$ cat config.mk
export PLATFORM = sky130hd
export DESIGN_NAME = mul_error_profiler
export DESIGN_NICKNAME = d
export VERILOG_FILES = /design/src/rtl/mul_error_profiler.sv
export SDC_FILE = /design/constraint.sdc
export NUM_CORES = 2
export LEC_CHECK = 0
export BUFFER_PORTS_ARGS = -buffer_cell sky130_fd_sc_hd__buf_2
export CELL_PAD_IN_SITES_DETAIL_PLACEMENT = 2
export CELL_PAD_IN_SITES_GLOBAL_PLACEMENT = 2
export CORE_MARGIN = 10
export CORE_UTILIZATION = 31
export DETAILED_ROUTE_END_ITERATION = 10
export PLACE_DENSITY = 0.75
export SLEW_MARGIN = 20
export SYNTH_ARGS = -nofsm -noshare
export SYNTH_HDL_FRONTEND = slang
export SYNTH_SLANG_ARGS = --single-unit
$ cat constraint.sdc
create_clock -name clk -period 6.7 [get_ports clk]
set_clock_uncertainty 0.1 [all_clocks]
set_input_delay 0.335 -clock clk [delete_from_list [all_inputs] [get_ports clk]]
set_output_delay 0.335 -clock clk [all_outputs]
set_load 0.005 [all_outputs]
$ cat src/rtl/mul_error_profiler.sv
// Error profiler for an approximate multiplier: it drives the operand pairs, compares each product
// with the exact one, and accumulates the error count, error sum, maximum error and overflow count.
module mul_error_profiler #(
    parameter int WIDTH = 16,
    parameter int NS_W  = 16,
    parameter int ACC_W = 48
) (
    input  logic                 clk,
    input  logic                 rst_n,
    input  logic                 start,
    input  logic                 mode,
    input  logic [2*WIDTH-1:0]   seed,
    input  logic [NS_W-1:0]      num_samples,
    output logic                 busy,
    output logic                 done,
    output logic [WIDTH-1:0]     mul_in1,
    output logic [WIDTH-1:0]     mul_in2,
    input  logic [2*WIDTH:0]     mul_out,
    input  logic                 mul_overflow,
    output logic [NS_W-1:0]      err_count,
    output logic [ACC_W-1:0]     err_sum,
    output logic [2*WIDTH:0]     err_max,
    output logic [WIDTH-1:0]     max_in1,
    output logic [WIDTH-1:0]     max_in2,
    output logic [NS_W-1:0]      ovf_count
);

    // state | meaning
    // IDLE  | waiting for start; results held
    // RUN   | one operand pair presented per cycle
    // DRAIN | last sample still in stage 1
    // FIN   | done pulse, results valid
    localparam logic [1:0] ST_IDLE  = 2'd0;
    localparam logic [1:0] ST_RUN   = 2'd1;
    localparam logic [1:0] ST_DRAIN = 2'd2;
    localparam logic [1:0] ST_FIN   = 2'd3;

    localparam int PW = 2 * WIDTH;
    localparam int EW = PW + 1;
    localparam logic [31:0] TAP32 = 32'h8020_0003;
    localparam logic [31:0] TAP16 = 32'h0000_B400;
    localparam logic [PW-1:0] TAP_MASK = (PW == 32) ? TAP32[PW-1:0] : TAP16[PW-1:0];

    logic [1:0]       state_q, state_d;
    logic [NS_W-1:0]  rem_q, rem_d;
    logic [PW-1:0]    opw_q, opw_d;
    logic             mode_q, mode_d;
    logic             busy_q, done_q;
    logic             clr_stats, s1_load;

    logic             s1_vld_q;
    logic [EW-1:0]    s1_out_q;
    logic [PW-1:0]    s1_exact_q;
    logic             s1_ovf_q;
    logic [WIDTH-1:0] s1_in1_q, s1_in2_q;

    logic [NS_W-1:0]  err_count_q, ovf_count_q;
    logic [ACC_W-1:0] err_sum_q;
    logic [EW-1:0]    err_max_q;
    logic [WIDTH-1:0] max_in1_q, max_in2_q;

    logic [PW-1:0]    seed_load, opw_adv, lfsr_next, exact_prod;
    logic [EW-1:0]    exact_ext, abs_err;
    logic [ACC_W:0]   sum_ext;

    assign mul_in1    = opw_q[PW-1:WIDTH];
    assign mul_in2    = opw_q[WIDTH-1:0];
    assign exact_prod = PW'(mul_in1) * PW'(mul_in2);

    // An all-zero word is a lock-up state for the LFSR.
    assign seed_load = (!mode && seed == '0) ? '1 : seed;
    assign lfsr_next = (opw_q >> 1) ^ (opw_q[0] ? TAP_MASK : '0);
    assign opw_adv   = mode_q ? opw_q + PW'(1) : lfsr_next;

    always_comb begin
        state_d   = state_q;
        rem_d     = rem_q;
        opw_d     = opw_q;
        mode_d    = mode_q;
        clr_stats = 1'b0;
        s1_load   = 1'b0;
        case (state_q)
            ST_IDLE: begin
                if (start) begin
                    clr_stats = 1'b1;
                    mode_d    = mode;
                    if (num_samples == '0) begin
                        state_d = ST_FIN;
                    end else begin
                        opw_d   = seed_load;
                        rem_d   = num_samples;
                        state_d = ST_RUN;
                    end
                end
            end
            ST_RUN: begin
                s1_load = 1'b1;
                opw_d   = opw_adv;
                rem_d   = rem_q - NS_W'(1);
                if (rem_q == NS_W'(1)) state_d = ST_DRAIN;
            end
            ST_DRAIN: begin
                if (!s1_vld_q) state_d = ST_FIN;
            end
            ST_FIN:   state_d = ST_IDLE;
            default:  state_d = ST_IDLE;
        endcase
    end

    // Unsigned magnitude compare gives the same result as the signed difference.
    assign exact_ext = {1'b0, s1_exact_q};
    assign abs_err   = (s1_out_q >= exact_ext) ? s1_out_q - exact_ext : exact_ext - s1_out_q;
    assign sum_ext   = {1'b0, err_sum_q} + (ACC_W + 1)'(abs_err);

    always_ff @(posedge clk or negedge rst_n) begin
        if (!rst_n) begin
            state_q <= ST_IDLE;
            rem_q   <= '0;
            opw_q   <= '0;
            mode_q  <= 1'b0;
            busy_q  <= 1'b0;
            done_q  <= 1'b0;
        end else begin
            state_q <= state_d;
            rem_q   <= rem_d;
            opw_q   <= opw_d;
            mode_q  <= mode_d;
            busy_q  <= (state_d == ST_RUN) || (state_d == ST_DRAIN);
            done_q  <= (state_d == ST_FIN);
        end
    end

    always_ff @(posedge clk or negedge rst_n) begin
        if (!rst_n) begin
            s1_vld_q   <= 1'b0;
            s1_out_q   <= '0;
            s1_exact_q <= '0;
            s1_ovf_q   <= 1'b0;
            s1_in1_q   <= '0;
            s1_in2_q   <= '0;
        end else begin
            s1_vld_q <= s1_load;
            if (s1_load) begin
                s1_out_q   <= mul_out;
                s1_exact_q <= exact_prod;
                s1_ovf_q   <= mul_overflow;
                s1_in1_q   <= mul_in1;
                s1_in2_q   <= mul_in2;
            end
        end
    end

    always_ff @(posedge clk or negedge rst_n) begin
        if (!rst_n) begin
            err_count_q <= '0;
            err_sum_q   <= '0;
            err_max_q   <= '0;
            max_in1_q   <= '0;
            max_in2_q   <= '0;
            ovf_count_q <= '0;
        end else if (clr_stats) begin
            err_count_q <= '0;
            err_sum_q   <= '0;
            err_max_q   <= '0;
            max_in1_q   <= '0;
            max_in2_q   <= '0;
            ovf_count_q <= '0;
        end else if (s1_vld_q) begin
            if (abs_err != '0) err_count_q <= err_count_q + NS_W'(1);
            err_sum_q <= sum_ext[ACC_W] ? '1 : sum_ext[ACC_W-1:0];
            // Strictly greater so the first sample reaching the maximum is kept.
            if (abs_err > err_max_q) begin
                err_max_q <= abs_err;
                max_in1_q <= s1_in1_q;
                max_in2_q <= s1_in2_q;
            end
            if (s1_ovf_q) ovf_count_q <= ovf_count_q + NS_W'(1);
        end
    end

    assign busy      = busy_q;
    assign done      = done_q;
    assign err_count = err_count_q;
    assign err_sum   = err_sum_q;
    assign err_max   = err_max_q;
    assign max_in1   = max_in1_q;
    assign max_in2   = max_in2_q;
    assign ovf_count = ovf_count_q;

endmodule

# After elaboration in Yosys (flattened, before gate mapping)
# Cells that the tools add are included.
dict set report word_totals {
  word_cells 91
  n_memories 0
  ff_bits 297
  latch_bits 0
  ramBits 0
  romBits 0
}
dict set report op_classes {
  n_mul 1
  muxes 36
  n_bitwise 1
  shifts 0
  eq_ne 9
  n_addsub 7
  div_mod_pow 0
  n_reduce_logical 17
  magnitude_cmp 2
}
# op count
set ops {}
lappend ops {{two-way mux 16 bit} 14}
lappend ops {{two-way mux 32 bit} 5}
lappend ops {{two-way mux 48 bit} 3}
lappend ops {{two-way mux 33 bit} 4}
lappend ops {{one-hot mux 32 bit (2 select lines)} 1}
lappend ops {{adder 48 x 33 -> 49 bit} 1}
lappend ops {{>= comparator 33 x 32 -> 1 bit} 1}
lappend ops {{greater-than comparator 33 bit} 1}
lappend ops {{nonzero test 33 bit} 1}
lappend ops {{subtractor 32 x 33 -> 33 bit} 1}
lappend ops {{subtractor 33 x 32 -> 33 bit} 1}
lappend ops {{adder 16 x 1 -> 16 bit, second input constant} 2}
lappend ops {{adder 32 x 1 -> 32 bit, second input constant} 1}
lappend ops {{logical NOT 32 bit} 1}
lappend ops {{multiplier 16 x 16 -> 32 bit} 1}
lappend ops {{one-hot mux 16 bit (2 select lines)} 1}
lappend ops {{XOR 31 x 32 -> 32 bit} 1}
lappend ops {{equality test 16 x 1 -> 1 bit, second input constant} 1}
lappend ops {{logical NOT 16 bit} 1}
lappend ops {{subtractor 16 x 1 -> 16 bit, second input constant} 1}
lappend ops {{nonzero test 2 bit} 5}
lappend ops {{equality test 2 bit, second input constant} 4}
lappend ops {{two-way mux 2 bit} 4}
lappend ops {{one-hot mux 2 bit (4 select lines)} 1}
lappend ops {{9 further kinds} 16}

# Logic depth before layout (Yosys ltp)
dict set report depth {
  depth_word 6
  ltp_mapped 28
  depth_no_buf 26
}

# Worst setup path after synthesis
# No wires, ideal clock.
dict set report synth_timing {
  path_kind {register -> register}
  startpoint {register opw_q[27]}
  endpoint {register s1_exact_q[31]}
  arrival_time_ns 6.795
  path_stages_with_launch 26
  slack_ns -0.325
  synth_period_minus_slack_ns 7.025
  setup_time_ns 0.130
  path_buffers 2
  required_ns 6.470
  cell_sequence {dfrtp_1 > clkbuf_1 > clkbuf_1 > nand2_1 > fa_1 > fa_1 > fa_1 > inv_1 > fa_1 > fa_1 > inv_1 > fa_1 > inv_1 > ha_1 > and3_1 > a221o_1 > and2_1 > a31oi_1 > o211ai_1 > a2111oi_0 > nor3_1 > o31ai_1 > nand2b_1 > a31oi_1 > xnor2_1 > o21ai_1}
}
dict set report synth_between {
  elab_chain_cells 1
}
# element line
set synth_rtl {}
lappend synth_rtl {{from (decl)} 46} ;# logic [PW-1:0] opw_q, opw_d;
lappend synth_rtl {{from (signal assigned)} 126} ;# opw_q <= opw_d;
lappend synth_rtl {{multiplier 16 x 16 -> 32 bit} 68} ;# assign exact_prod = PW'(mul_in1) * PW'(mul_in2);
lappend synth_rtl {{to (signal assigned)} 145} ;# s1_exact_q <= exact_prod;
lappend synth_rtl {{to (decl)} 53} ;# logic [PW-1:0] s1_exact_q;
# Every way passes these cells.
# A chain may end at the register's enable or synchronous reset.

# Worst setup path in the final report
dict set report layout_timing {
  startpoint {register opw_q[23]}
  endpoint {register s1_exact_q[31]}
}
# The elaborated chain is that of the path after synthesis.

==> flow_summary_export.csv <==
group,metric,value,unit
placed_design,numPortBuffers,264,
synthesis,synth_top_area_share,26.1,%
sta,post-route-period-util,101,%
min_path,hold_path_end,"opw_q[13]",
clock_tree,worst_skew_pair.late_latency,0.62,ns
synthesis,ranking_of_synthesized_cells_by_instance_count,"nand2_1, inv_1, dfrtp_1, ha_1, o21ai_0",
synthesis,synth_nets,3878,
flow_run,drv.max_cap_violation_count,0,
min_path,min_delay_path_depth,4,
synthesis,yosysMostFrequentCell,"nand2_1",
worst_setup_path,timing.rr.end,"s1_exact_q[31]",
synthesis,synth.avg_cell_area,8.50,sq um
placed_design,gp_congestion,0.852,
sta,max_freq,0.147,GHz
worst_setup_path,r2r-start,"opw_q[23]",
floorplanning,floorplan.die_area,104000,sq um
sta,rsz0062_at_grt,"true",
worst_setup_path,internal_reg_to_reg_setup_slack,-0.09,ns
finish,final_net_count,4204,
worst_setup_path,crit_required,7.06,ns
synthesis,synth_top_cell_by_area,"dfrtp_1",
routing,met2_wirelength,58.5,mm
sta,period_needed,6.79,ns
clock_tree,htree_num_levels,2,
sta,setup_tns,-0.0894,ns
grt,antenna_found_initial,5,
clock_tree,cts_num_sinks,297,
routing,met3_length,3.35,mm
synthesis,synth-seq-area-share,26.1,%
finish,final.fill_count,10300,
synthesis,synth.lib_cells_used.distinct,91,
floorplanning,floorplan.rows,111,
synthesis,synth.top_cells.by_area,"dfrtp_1, fa_1, ha_1",
floorplanning,die_x,323,um
routing,drt-initial-drc-count,1311,
worst_setup_path,element_type_at_the_critical_path_end,"register",
outcome,failed_checks,"negative setup slack",
outcome,run_status,"finished, violations left",
clock_tree,cts_root_buf,"clkbuf_16",
floorplanning,boundaryPins,265,
floorplanning,floorplan.initialDensity,31.2,%
worst_setup_path,setup.worst_path.start_class,"register",
floorplanning,dieHeight,323,um
routing,vias_per_cell,5.32,
routing,routedWlPerCell,23.5,um
worst_setup_path,worst_reg2reg_path_length_in_cells,26,
synthesis,ys.warnings.count,0,
clock_tree,cts_tree,"built",
routing,wl_met1,49.2,mm
sta,final_hold_viol_count,0,
sta,worst_slew_pin_slew,0.976,ns
clock_tree,cts_made_buffers,41,
min_path,hold_path.class,"input pin to register",
synthesis,syn-cell-area,28500,sq um
finish,post_route_cells_drive_above_1_share,16.5,%
routing,drc,0,
sta,setup_slack,-0.0894,ns
finish,area_delta_synth_final,19.9,%
sta,timing.slew.headroom,34.9,%
grt,global_route_total_usage_across_every_layer,21.6,%
sta,report.final.setup_viol,1,
synthesis,synthCells,3351,
clock_tree,clk_transition_reported_paths,0.06,ns
floorplanning,fp.coreArea,91400,sq um
routing,top_layer_used,"met4",
placed_design,hpwl,88.0,mm
synthesis,synth_flop_cell,"dfrtp_1",
synthesis,postSynth.asyncResetShare,100,%
routing,postRouteWirelength,115,mm
grt,grt_pass1_vias,29600,
grt,grt_pass1_wl,179,mm
finish,finish.instance_area,34100,sq um
worst_setup_path,worstSetupPathType,"register to register",
routing,vias,26100,
routing,first_pass_iters,5,
worst_setup_path,cp_max_fo,3,
min_path,hold_path.startpoint,"seed[13]",
synthesis,ys_seq_elements,297,
sta,report.final.slew_viol_count,0,
clock_tree,clk_path_buf_depth,3,
grt,grt_start_max_net_pins,125,
routing,drtAntennaViolNets,0,
grt,grt_overflow_total,0,
worst_setup_path,worst-endpoint-arrival,7.15,ns
placed_design,placement.cell_area,31700,sq um
synthesis,synth_enable_flop_cells,0,
[through the flow]
stage	std cells	setup WS (ns)	utilization, %	hold WS, ns
3_3_place_gp	4754	-0.169	34.7	0.175
2_1_floorplan	3351	0.0191	-	-0.0606
4_1_cts	4882	-0.0306	37.0	0.00935
5_1_grt	4897	-0.270	37.4	0.0807
6_report	4898	-0.0894	37.4	0.0439
3_5_place_dp	4754	-0.383	34.7	0.179
[worst max path at each step]
stage               cells past startpoint             end      start
floorplan                              25  s1_exact_q[31]  opw_q[27]
global placement                       24  s1_exact_q[31]  opw_q[25]
detailed placement                     24  s1_exact_q[31]   opw_q[4]
CTS                                    26  s1_exact_q[31]   opw_q[4]
global route                           26  s1_exact_q[31]  opw_q[23]
finish                                 26  s1_exact_q[31]  opw_q[23]
[state kept, by name (all words and copies together), names as in the netlist]
| register | cells |
|---|---|
| busy | 1 |
| done | 1 |
| err_count | 16 |
| err_max | 33 |
| err_sum | 48 |
| max_in1 | 16 |
| max_in2 | 16 |
| mode_q | 1 |
| opw_q | 32 |
| ovf_count | 16 |
| rem_q | 16 |
| s1_exact_q | 32 |
| s1_in1_q | 16 |
| s1_in2_q | 16 |
| s1_out_q | 33 |
| s1_ovf_q | 1 |
| s1_vld_q | 1 |
| state_q | 2 |
[worst max-delay path, stage by stage, from the launching register on]
cell and delay (ns):
dfrtp_1 0.40, buf_6 0.14, and2_4 0.15, fa_1 0.53, inv_1 0.08, fa_1 0.47
fa_1 0.54, inv_2 0.05, fa_1 0.46, fa_1 0.51, inv_1 0.06, fa_1 0.50
inv_2 0.05, ha_4 0.22, and3_4 0.19, a221o_1 0.34, and2_4 0.19, a31oi_4 0.16
o211ai_1 0.17, a2111oi_2 0.32, buf_4 0.17, nor3_2 0.04, o31ai_1 0.26, nand2b_1 0.14
a31oi_2 0.22, xnor2_1 0.14, o21ai_1 0.07
[logic make-up (layout without fill, tap and decap cells)]
| family | count (synthesis) | in the layout | synth area share [%] |
|---|---|---|---|
| xor+xnor | 106 | 106 | 3.26 |
| compound gates | 765 | 765 | 17.1 |
| fa+ha+maj | 441 | 441 | 24.6 |
| simple gates | 1117 | 1117 | 19.0 |
| mux | 67 | 67 | 2.35 |
| buf+inv | 558 | 914 | 7.65 |
| other cells | 0 | 5 | 0 |
| flops | 297 | 297 | 26.1 |
[what timing repair did]
action / 4_1_cts / 5_1_grt
pin swaps: 14 / 21
endpoints found under the hold margin: 97 / 0
gates resized for setup: 33 / 69
endpoints found under the setup margin: 7 / 95
gates cloned: 0 / 0
hold buffers: 48 / 0
buffers inserted: 7 / 11
[cell usage in the layout (no fill, tap or decap), types with 10 or more instances in the layout]
| master | synthesis | layout |
|---|---|---|
| dlygate4sd3_1 | 0 | 48 |
| a21o_1 | 66 | 66 |
| dfrtp_1 | 297 | 277 |
| buf_2 | 26 | 263 |
| a211oi_1 | 30 | 28 |
| fa_2 | 0 | 10 |
| o21ai_1 | 12 | 13 |
| nor4_1 | 25 | 24 |
| nor2_1 | 173 | 172 |
| mux2i_1 | 67 | 66 |
| fa_1 | 197 | 187 |
| o31ai_1 | 24 | 22 |
| clkbuf_16 | 0 | 42 |
| xnor2_1 | 52 | 51 |
| o21a_1 | 27 | 27 |
| a31oi_1 | 14 | 12 |
| and3_1 | 28 | 26 |
| o21ai_0 | 242 | 240 |
| nor2b_1 | 21 | 21 |
| o211ai_1 | 49 | 49 |
| a21oi_1 | 184 | 183 |
| o21bai_1 | 17 | 17 |
| inv_1 | 368 | 363 |
| nand2_1 | 461 | 460 |
| ha_1 | 244 | 239 |
| or4_1 | 10 | 10 |
| and2_1 | 136 | 127 |
| nand4_1 | 49 | 49 |
| or3_1 | 51 | 50 |
| buf_4 | 4 | 135 |
| nand2b_1 | 21 | 20 |
| xor2_1 | 54 | 54 |
| clkbuf_8 | 0 | 12 |
| nor3_1 | 44 | 41 |
| or2_2 | 13 | 12 |
| dfrtp_2 | 0 | 20 |
| nand3_1 | 53 | 53 |
[metal layers]
metal  vias up  global-route usage [%]
li1      12000                       -
met1     13400                    26.6
met2       454                    38.6
met3       182                    2.09
met4         0                    8.37
met5         -                       0
[area by class of cell]
| class | instances | area, sq um | area share, % |
|---|---|---|---|
| multi-input cells | 2496 | 19100 | 56.0 |
| flip-flops and latches | 297 | 7460 | 21.8 |
| repair buffers | 471 | 3200 | 9.37 |
| well taps | 1186 | 1480 | 4.35 |
| inverters | 370 | 1390 | 4.07 |
| clock buffers | 59 | 1230 | 3.62 |
| clock inverters | 14 | 234 | 0.685 |
| diodes | 5 | 12.5 | 0.0366 |
Power is left out: the tool's default activity adds up to more than one toggle a clock period on the data nets, which glitch-free logic cannot reach.
